$ cat src/rtl/fir_folded_pkg.sv
// fir_folded_pkg: shared types and helpers for the folded FIR filter.
//   firState_e - controller states (IDLE / MAC / OUT)
//   accWidth() - accumulator width: DIN_W + COEF_W + $clog2(TAPS)
//   satClamp() - clamp a signed value into a w-bit two's-complement range
package fir_folded_pkg;

    typedef enum logic [1:0] {
        IDLE = 2'd0,
        MAC  = 2'd1,
        OUT  = 2'd2
    } firState_e;

    // Wide enough that summing TAPS full-width products can never overflow
    function automatic int unsigned accWidth(input int unsigned dinW,
                                             input int unsigned coefW,
                                             input int unsigned taps);
        return dinW + coefW + $clog2(taps);
    endfunction

    function automatic logic signed [63:0] satClamp(input logic signed [63:0] v,
                                                    input int unsigned w);
        logic signed [63:0] hi;
        logic signed [63:0] lo;
        hi = (64'sd1 <<< (w - 1)) - 64'sd1;
        lo = -(64'sd1 <<< (w - 1));
        if (v > hi) begin
            return hi;
        end else if (v < lo) begin
            return lo;
        end
        return v;
    endfunction

endpackage

$ cat src/rtl/fir_coef_bank.sv
// fir_coef_bank: double-buffered coefficient store for the folded FIR.
// Host writes and reads always target the shadow bank. A swap request is
// held pending until the controller reports idle, so a running output never
// mixes coefficients from both banks.
// Ports:
//   iClk_12M, iRsn        clock, async active-low reset
//   idle                  controller is in IDLE (swap may execute)
//   iCsnRam, iWrnRam      host select (active-low) and 0=write / 1=read
//   iAddrRam, iWrDtRam    host tap address and write data
//   oRdDtRam              registered shadow-bank read data
//   iCoeffiUpdateFlag     swap request pulse
//   rdIdx, coefActive     combinational active-bank read for the MAC
module fir_coef_bank
    import fir_folded_pkg::*;
#(
    parameter int unsigned TAPS   = 33,
    parameter int unsigned COEF_W = 16,
    parameter int unsigned AW     = $clog2(TAPS)
) (
    input  logic              iClk_12M,
    input  logic              iRsn,
    input  logic              idle,
    input  logic              iCsnRam,
    input  logic              iWrnRam,
    input  logic [AW-1:0]     iAddrRam,
    input  logic [COEF_W-1:0] iWrDtRam,
    output logic [COEF_W-1:0] oRdDtRam,
    input  logic              iCoeffiUpdateFlag,
    input  logic [AW-1:0]     rdIdx,
    output logic [COEF_W-1:0] coefActive
);

    logic [COEF_W-1:0] bank0 [TAPS];
    logic [COEF_W-1:0] bank1 [TAPS];
    logic              bankSel;      // 0: bank0 active, 1: bank1 active
    logic              swapPending;

    logic addrOk_c;
    logic hostWr_c;
    logic hostRd_c;
    logic doSwap_c;

    assign addrOk_c = 32'(iAddrRam) < TAPS;
    assign hostWr_c = !iCsnRam && !iWrnRam && addrOk_c;
    assign hostRd_c = !iCsnRam && iWrnRam;
    assign doSwap_c = swapPending && idle;

    assign coefActive = bankSel ? bank1[rdIdx] : bank0[rdIdx];

    // Banks, bank select, swap request and host read register
    always_ff @(posedge iClk_12M or negedge iRsn) begin
        if (!iRsn) begin
            for (int unsigned k = 0; k < TAPS; k++) begin
                bank0[k] <= '0;
                bank1[k] <= '0;
            end
            bankSel     <= 1'b0;
            swapPending <= 1'b0;
            oRdDtRam    <= '0;
        end else begin
            // Shadow is selected with the pre-swap bankSel, so a write on the
            // swap edge lands in the bank that is about to become active.
            if (hostWr_c) begin
                if (bankSel) begin
                    bank0[iAddrRam] <= iWrDtRam;
                end else begin
                    bank1[iAddrRam] <= iWrDtRam;
                end
            end
            if (hostRd_c) begin
                if (!addrOk_c) begin
                    oRdDtRam <= '0;
                end else begin
                    oRdDtRam <= bankSel ? bank0[iAddrRam] : bank1[iAddrRam];
                end
            end
            // A request arriving on the swap edge is absorbed into that swap
            if (doSwap_c) begin
                bankSel     <= ~bankSel;
                swapPending <= 1'b0;
            end else if (iCoeffiUpdateFlag) begin
                swapPending <= 1'b1;
            end
        end
    end

endmodule

$ cat src/rtl/fir_filter_folded.sv
// fir_filter_folded: time-multiplexed direct-form FIR. One multiply-accumulate
// unit walks all TAPS coefficients per accepted sample (TAPS+2 cycles/sample).
// Optional feature: define FIR_FOLDED_SAT_EN to clamp the output instead of
// wrapping it to DOUT_W bits.
// Ports:
//   iClk_12M, iRsn            clock, async active-low reset
//   iInValid, oInReady        sample handshake (ready only in IDLE)
//   iFirIn                    signed input sample
//   oOutValid, oFirOut        one-cycle output pulse, output held between pulses
//   iCsnRam, iWrnRam,
//   iAddrRam, iWrDtRam,
//   oRdDtRam                  host coefficient port (shadow bank)
//   iCoeffiUpdateFlag         shadow/active bank swap request
module fir_filter_folded
    import fir_folded_pkg::*;
#(
    parameter int unsigned TAPS      = 33,
    parameter int unsigned DIN_W     = 3,
    parameter int unsigned COEF_W    = 16,
    parameter int unsigned DOUT_W    = 16,
    parameter int unsigned OUT_SHIFT = 0,
    parameter int unsigned AW        = $clog2(TAPS)
) (
    input  logic              iClk_12M,
    input  logic              iRsn,
    input  logic              iInValid,
    output logic              oInReady,
    input  logic [DIN_W-1:0]  iFirIn,
    output logic              oOutValid,
    output logic [DOUT_W-1:0] oFirOut,
    input  logic              iCsnRam,
    input  logic              iWrnRam,
    input  logic [AW-1:0]     iAddrRam,
    input  logic [COEF_W-1:0] iWrDtRam,
    output logic [COEF_W-1:0] oRdDtRam,
    input  logic              iCoeffiUpdateFlag
);

    localparam int unsigned ACC_W  = accWidth(DIN_W, COEF_W, TAPS);
    localparam int unsigned PROD_W = DIN_W + COEF_W;

    firState_e                state;
    logic [AW-1:0]            idx;
    logic signed [ACC_W-1:0]  acc;
    logic signed [DIN_W-1:0]  delayLine [TAPS];
    logic signed [COEF_W-1:0] coefActive;

    logic signed [PROD_W-1:0] prod_c;
    logic signed [ACC_W-1:0]  accShift_c;
    logic [DOUT_W-1:0]        scaled_c;

    fir_coef_bank #(
        .TAPS   (TAPS),
        .COEF_W (COEF_W),
        .AW     (AW)
    ) u_coefBank (
        .iClk_12M          (iClk_12M),
        .iRsn              (iRsn),
        .idle              (state == IDLE),
        .iCsnRam           (iCsnRam),
        .iWrnRam           (iWrnRam),
        .iAddrRam          (iAddrRam),
        .iWrDtRam          (iWrDtRam),
        .oRdDtRam          (oRdDtRam),
        .iCoeffiUpdateFlag (iCoeffiUpdateFlag),
        .rdIdx             (idx),
        .coefActive        (coefActive)
    );

    // Decoded straight from the state register; forced low while in reset
    assign oInReady = iRsn && (state == IDLE);

    assign prod_c     = PROD_W'(delayLine[idx]) * PROD_W'(coefActive);
    assign accShift_c = acc >>> OUT_SHIFT;

`ifdef FIR_FOLDED_SAT_EN
    assign scaled_c = DOUT_W'(satClamp(64'(accShift_c), DOUT_W));
`else
    assign scaled_c = DOUT_W'(accShift_c);
`endif

    // Controller, delay line, accumulator and output register
    always_ff @(posedge iClk_12M or negedge iRsn) begin
        if (!iRsn) begin
            state     <= IDLE;
            idx       <= '0;
            acc       <= '0;
            oOutValid <= 1'b0;
            oFirOut   <= '0;
            for (int unsigned k = 0; k < TAPS; k++) begin
                delayLine[k] <= '0;
            end
        end else begin
            oOutValid <= 1'b0;
            unique case (state)
                IDLE: begin
                    // oInReady is high throughout IDLE, so valid alone accepts
                    if (iInValid) begin
                        delayLine[0] <= iFirIn;
                        for (int unsigned k = 1; k < TAPS; k++) begin
                            delayLine[k] <= delayLine[k-1];
                        end
                        acc   <= '0;
                        idx   <= '0;
                        state <= MAC;
                    end
                end
                MAC: begin
                    acc <= acc + ACC_W'(prod_c);
                    if (idx == AW'(TAPS - 1)) begin
                        state <= OUT;
                    end else begin
                        idx <= idx + AW'(1);
                    end
                end
                OUT: begin
                    oFirOut   <= scaled_c;
                    oOutValid <= 1'b1;
                    state     <= IDLE;
                end
                default: state <= IDLE;
            endcase
        end
    end

endmodule
$ cat config.mk
export PLATFORM = sky130hd
export DESIGN_NAME = fir_filter_folded
export DESIGN_NICKNAME = d
export VERILOG_FILES = /design/src/rtl/fir_folded_pkg.sv /design/src/rtl/fir_coef_bank.sv /design/src/rtl/fir_filter_folded.sv
export SDC_FILE = /design/constraint.sdc
export NUM_CORES = 2
export LEC_CHECK = 0
export BUFFER_PORTS_ARGS = -buffer_cell sky130_fd_sc_hd__buf_2
export CAP_MARGIN = 10
export CORE_AREA = 3 3 285 357
export DETAILED_ROUTE_END_ITERATION = 12
export DIE_AREA = 0 0 288 360
export HOLD_SLACK_MARGIN = 0.1
export MAX_ROUTING_LAYER = met4
export PLACE_DENSITY = 0.85
export SYNTH_ARGS = -nofsm -noshare
export SYNTH_HDL_FRONTEND = slang
export SYNTH_SLANG_ARGS = --single-unit
$ cat constraint.sdc
create_clock -name iClk_12M -period 19.2 [get_ports iClk_12M]
set_clock_uncertainty 0.2 [all_clocks]
set_input_delay 1.92 -clock iClk_12M [delete_from_list [all_inputs] [get_ports iClk_12M]]
set_output_delay 1.92 -clock iClk_12M [all_outputs]
set_load 0.05 [all_outputs]
**Word-level counts from Yosys, hierarchy flattened**

Index checks and enable logic that the tools add are counted.

- Logic and storage cells: 173
- Register bits: 1,223
- Memories: 0
- Input bits: 31
- Bits in read-only memories: 0
- Bits in writable memories: 0
- Output and inout port bits: 34
- Latch bits: 0

- Bitwise operators: 3
- Shifts and indexed selects: 0
- Multipliers: 1
- Reductions and logical operators: 17
- Magnitude comparators: 4
- Div/mod/pow operators: 0
- Eq/ne operators: 6
- Mux-type cells: 33
- $add $sub $neg: 2

Operators by type and width:

| cell | count |
|---|---|
| $bwmux 528 | 2 |
| $bmux 16 s6 | 4 |
| $mux 16 | 12 |
| $demux 16 s6 | 1 |
| $pmux 25 s2 | 1 |
| $add 25x19->25 | 1 |
| $mux 25 | 1 |
| $mul 3x16->19 | 1 |
| $bmux 3 s6 | 1 |
| $ge 7x7->1 const B | 2 |
| $not 6->7 | 2 |
| $mux 6 | 2 |
| $pmux 6 s2 | 1 |
| $reduce_and 2->1 | 5 |
| $lt 7x1->1 const B | 1 |
| $add 6x1->6 const B | 1 |
| $eq 6x6->1 const B | 1 |
| $logic_and 1x1->1 | 6 |
| $lt 6x6->1 const B | 1 |
| $mux 3 | 2 |
| $ne 2x2->1 const B | 3 |
| $mux 2 | 2 |
| $pmux 2 s2 | 1 |
| $reduce_bool 2->1 | 2 |
| 7 further kinds | 10 |

**Logic depth before layout (Yosys ltp)**

- Depth after elaboration: 8
- Mapped depth: 30
- Gate-level depth less buffers: 24

**Hierarchy**

From an unflattened synthesis, not the netlist that was laid out.

- Cells, all modules: 5,247
- Area total of the unflattened synthesis: 65,768.1 sq um

Modules (own cells, without submodules):

| module | area each (sq um) | cells an instance | instances |
|---|---|---|---|
| fir_coef_bank | 58,005.6 | 4,433 | 1 |
| fir_filter_folded | 7,762.4 | 814 | 1 |

**Least setup slack after synthesis**

Ideal clock, no wire load.

- Path kind: register to register
- Start point: register idx[0]
- End point: register acc[14]
- Clock period less this slack: 6.554 ns
- Required time: 18.917 ns
- Slack: 12.646 ns
- Stages on the path, launching flop included: 29
- Data arrival time: 6.272 ns
- Cells stage by stage: dfrtp_1 buf_4 buf_8 buf_6 buf_4 buf_2 mux4_2 mux4_2 mux2i_1 o21ai_0 o21ai_1 nand2_1 fa_1 fa_1 inv_1 fa_1 ha_1 inv_1 fa_1 nor2b_1 o21ai_0 a21boi_0 o21ai_0 a21boi_0 o21ai_0 a21oi_1 o211ai_1 xor2_1 o21ai_0

- Cells in the longest elaborated chain, start to end: 8
- Elaborated cells on any way between the ends: 14

Ends and longest elaborated chain:

| item | line | source |
|---|---|---|
| start, declared | fir_filter_folded.sv:43 | `logic [AW-1:0] idx;` |
| start signal, assigned | fir_filter_folded.sv:113 | `idx <= idx + AW'(1);` |
| $not 6->7 (not written as such) * | fir_coef_bank.sv:48, fir_filter_folded.sv:73 |  |
| $bmux 16 s6 | fir_coef_bank.sv:48 | `assign coefActive = bankSel ? bank1[rdIdx] : bank0[rdIdx];` |
| $mux 16 (not written as such) (2 in series) | fir_coef_bank.sv:48 |  |
| $mux 16 | fir_coef_bank.sv:48 |  |
| $mul 3x16->19 * | fir_filter_folded.sv:73 | `assign prod_c = PROD_W'(delayLine[idx]) * PROD_W'(coefActive);` |
| $add 25x19->25 * | fir_filter_folded.sv:109 | `acc <= acc + ACC_W'(prod_c);` |
| $pmux 25 s2 * | fir_filter_folded.sv:95 | `unique case (state)` |
| end signal, assigned | fir_filter_folded.sv:109 |  |
| end, declared | fir_filter_folded.sv:44 | `logic signed [ACC_W-1:0] acc;` |

Every way passes the cells marked *; elsewhere a longest branch is shown, timed or not. The select of a mux whose other input is x is not followed.
A chain may end at the register's enable or synchronous reset.

**Worst setup path in the final report**

Same ends and word-level chain as after synthesis.

==> impl_metrics.py <==
metrics = {
    "worst_hold_path": {
        "min_from": "delayLine[78]",
        "whs_path_depth": 2,
        "hold_class": "flop to flop",
        "hold_path_end": "delayLine[75]",
    },
    "timing": {
        "period_share_pct": 47.0,
        "fin_crit_ps": 9030,
        "setup_viol": 0,
        "finalHoldViolCount": 0,
        "slew_violations": 0,
        "tns_ps": 0,
        "maxSlewHeadroom_pct": 7.87,
        "worst_pin_slew_ps": 1370,
        "fmax_mhz": 111,
        "rsz0062_at_grt": "false",
    },
    "critical_path": {
        "rrSetupSlack_ps": 10170,
        "reg2reg_from": "idx[0]",
        "worstSetupStartpointType": "flop",
        "crit_chain": "buf_12 > buf_4 > mux4_2 > mux4_2 > mux2i_1 > o21ai_0 > o21ai_0 > nor2_1 > fa_1 > fa_1 > ha_1 > ha_1 > o21ai_0 > a21boi_0 > o21ai_0 > a21boi_0 > o21ai_0 > a21oi_1 > o211ai_1 > xor2_1 > o21ai_0",
        "reg2regPathDepth": 21,
        "arrival_ps": 9400,
        "cp.required_ps": 19570,
        "crit_type": "flop to flop",
        "crit_top_cell": "o21ai_0",
        "end_kind": "flop",
        "r2r-end": "acc[14]",
        "cp_max_fo": 94,
        "cp_slowest_cell": "o21ai_0",
        "max_stage_delay_ps": 1070,
    },
    "clock_network": {
        "cts_made_buffers": 115,
        "clkTransAtPathRegs_ps": 70,
        "cts_setup_buffers": 0,
        "cts_tree": "yes",
        "clock_sinks": 1214,
        "cts_root_buffer": "clkbuf_16",
        "clk_path_buf_depth": 3,
        "htreeDepth": 3,
        "worstSkewPairLatency_ps": 760,
        "hold_buffers": 0,
        "post_cts_resized": 0,
    },
    "place": {
        "place.gp.congestion": 0.973,
        "portBuffers": 64,
        "dp_hpwl_mm": 123,
    },
    "job": {
        "max-cap-violations": 0,
    },
    "layout": {
        "drive_gt1_share_pct": 36.1,
        "fillers": 6132,
        "mostFrequentLayoutCell": "dfrtp_1",
        "syn_to_final_growth_pct": 8.36,
        "layout_common_cells": "1,210 x dfrtp_1, 955 x mux2_2, 462 x nand2_1",
        "nNetsFinal": 4835,
    },
    "power": {
        "leakage_nw": 32.6,
        "finalPower_mw": 7.55,
        "vdd_drop_max_uv": 123,
        "pwr_density_cell_nw_per_um2": 109,
    },
    "global_route": {
        "grt_pass1_wl_mm": 321,
        "grt_overflow": 0,
        "grt_pass1_vias": 49800,
        "grt_max_degree": 177,
        "antenna_found_initial": 16,
        "grtUsageTotal_pct": 43.1,
    },
    "floorplanning": {
        "core_area_um2": 98800,
        "num_rows": 129,
        "die_y_um": 360,
        "dieArea_um2": 104000,
        "initial_utilization_pct": 64.8,
        "io_pins": 65,
        "die_w_um": 288,
    },
    "routing": {
        "vias_per_cell": 7.85,
        "remaining_drc_errors": 0,
        "wl_per_cell_um": 35.0,
        "antenna_left": 0,
        "drtIter0Drc": 8110,
        "drt_first_pass_iters": 9,
        "via_count": 48400,
        "drt_wl_total_mm": 216,
    },
    "synth": {
        "netlist_area_um2": 64000,
        "synth_area_per_cell_um2": 13.0,
        "ys.flop_type": "dfrtp_1",
        "synth_cells": 4923,
        "yosysWarnings": 0,
        "ys_ff_latch": 1214,
        "synth_fp_nets": 5013,
        "ys_seq_area_share_pct": 47.5,
        "synth_edf_count": 0,
        "ys_types": 68,
        "async_reset_ff_share_pct": 100,
    },
    "outcome": {
        "outcome": "finished, final reports clean",
    },
}
[synth_stat cells (4+ instances only)]
master	count	area [um^2]
a211oi_1	13	97.6
a21o_1	6	45.0
a21oi_1	94	470
a221o_1	21	210
a221oi_1	109	955
a222oi_1	5	50.1
a22o_1	59	517
a22oi_1	241	1810
a311oi_1	5	43.8
a31oi_1	10	62.6
a32o_1	7	70.1
and2_1	21	131
and3_1	4	25.0
buf_1	47	176
buf_2	95	475
buf_4	31	233
buf_6	4	45.0
buf_8	4	60.1
clkbuf_1	293	1100
dfrtp_1	1214	30400
fa_1	28	561
ha_1	31	388
inv_1	17	63.8
mux2_1	160	1800
mux2_2	955	10800
mux2i_1	123	1230
mux4_2	330	7430
nand2_1	463	1740
nand2_4	16	180
nand2b_1	7	43.8
nand3_1	55	275
nand4_1	30	188
nor2_1	136	510
nor2b_1	17	106
nor3_1	7	35.0
o2111ai_1	10	87.6
o211ai_1	28	210
o21ai_0	128	641
o221ai_1	13	114
o22ai_1	15	93.8
o31ai_1	11	82.6
xnor2_1	14	123
xor2_1	6	52.6
[layer usage]
metal | up-vias | GRT usage [%] | part of all wire [%]
li1 | 18200 | - | -
met3 | 1555 | 15.9 | 14
met4 | 0 | 34.0 | 10
met1 | 24100 | 49.7 | 32
met5 | - | - | 0
met2 | 4520 | 60.5 | 44
[state kept, by name (all words and copies together) (netlist names)]
name,count
acc,16
u_coefBank.bankSel,1
u_coefBank.oRdDtRam,16
delayLine,99
u_coefBank.swapPending,1
u_coefBank.bank1,528
oOutValid,1
u_coefBank.bank0,528
oFirOut,16
state,2
idx,6
[worst max-delay path by stage]
| stage | end | from | slack [ps] | cells past startpoint |
|---|---|---|---|---|
| floorplan | acc[14] | idx[0] | 12650 | 28 |
| global placement | acc[14] | idx[0] | 10840 | 25 |
| detailed placement | acc[14] | idx[0] | 10700 | 25 |
| CTS | acc[14] | idx[0] | 10630 | 25 |
| global route | acc[14] | idx[0] | 9660 | 21 |
| finish | acc[14] | idx[0] | 10170 | 21 |
[metrics by stage]
| step | util [%] | setup WS (ps) | instance area (um^2) | cells | hold WS, ps |
|---|---|---|---|---|---|
| after floorplan | - | 12650 | 64000 | 4923 | 246 |
| after global placement | 65.8 | 10840 | 65000 | 5938 | 265 |
| after detailed placement | 65.8 | 10700 | 65000 | 5938 | 269 |
| after CTS | 70.2 | 10630 | 69300 | 6154 | 288 |
| after global routing | 70.2 | 9660 | 69400 | 6169 | 318 |
| final | 70.2 | 10170 | 69400 | 6170 | 288 |
[report_power, final]
part / switching (mW) / total (mW) / internal [mW]
Clock: 1.06 / 2.58 / 1.52
Combinational: 1.28 / 2.09 / 0.813
Sequential: 0.191 / 2.88 / 2.69
Total: 2.53 / 7.55 / 5.02
[cell type report]
| class | instances | area (um^2) | area share [%] |
|---|---|---|---|
| multi-input combinational | 3214 | 31600 | 45.6 |
| sequential | 1214 | 30400 | 43.8 |
| clock buffer | 153 | 3310 | 4.77 |
| tap | 1310 | 1640 | 2.36 |
| timing repair buffer | 180 | 1290 | 1.87 |
| clock inverter | 63 | 970 | 1.40 |
| inverter | 20 | 77.6 | 0.112 |
| antenna | 16 | 40.0 | 0.0577 |
[worst max-delay path, delay by kind of cell (launching register included)]
kind	cells	cell delay, ps
buffers and inverters	2	1330
AND/OR/NAND/NOR	1	150
flip-flops	1	890
adder cells (fa/ha/maj)	4	1650
AO/OA/AOI/OAI	10	2620
XOR/XNOR	1	160
multiplexers	3	1600
[cell families after synthesis]
logic type | Yosys count | share of synthesized area, %
mux | 1568 | 33.2
flops | 1214 | 47.5
compound gates | 793 | 8.92
simple gates | 774 | 5.30
buf+inv | 495 | 3.41
fa+ha+maj | 59 | 1.48
xor+xnor | 20 | 0.274
No activity file was read; power rests on OpenSTA's default activity.
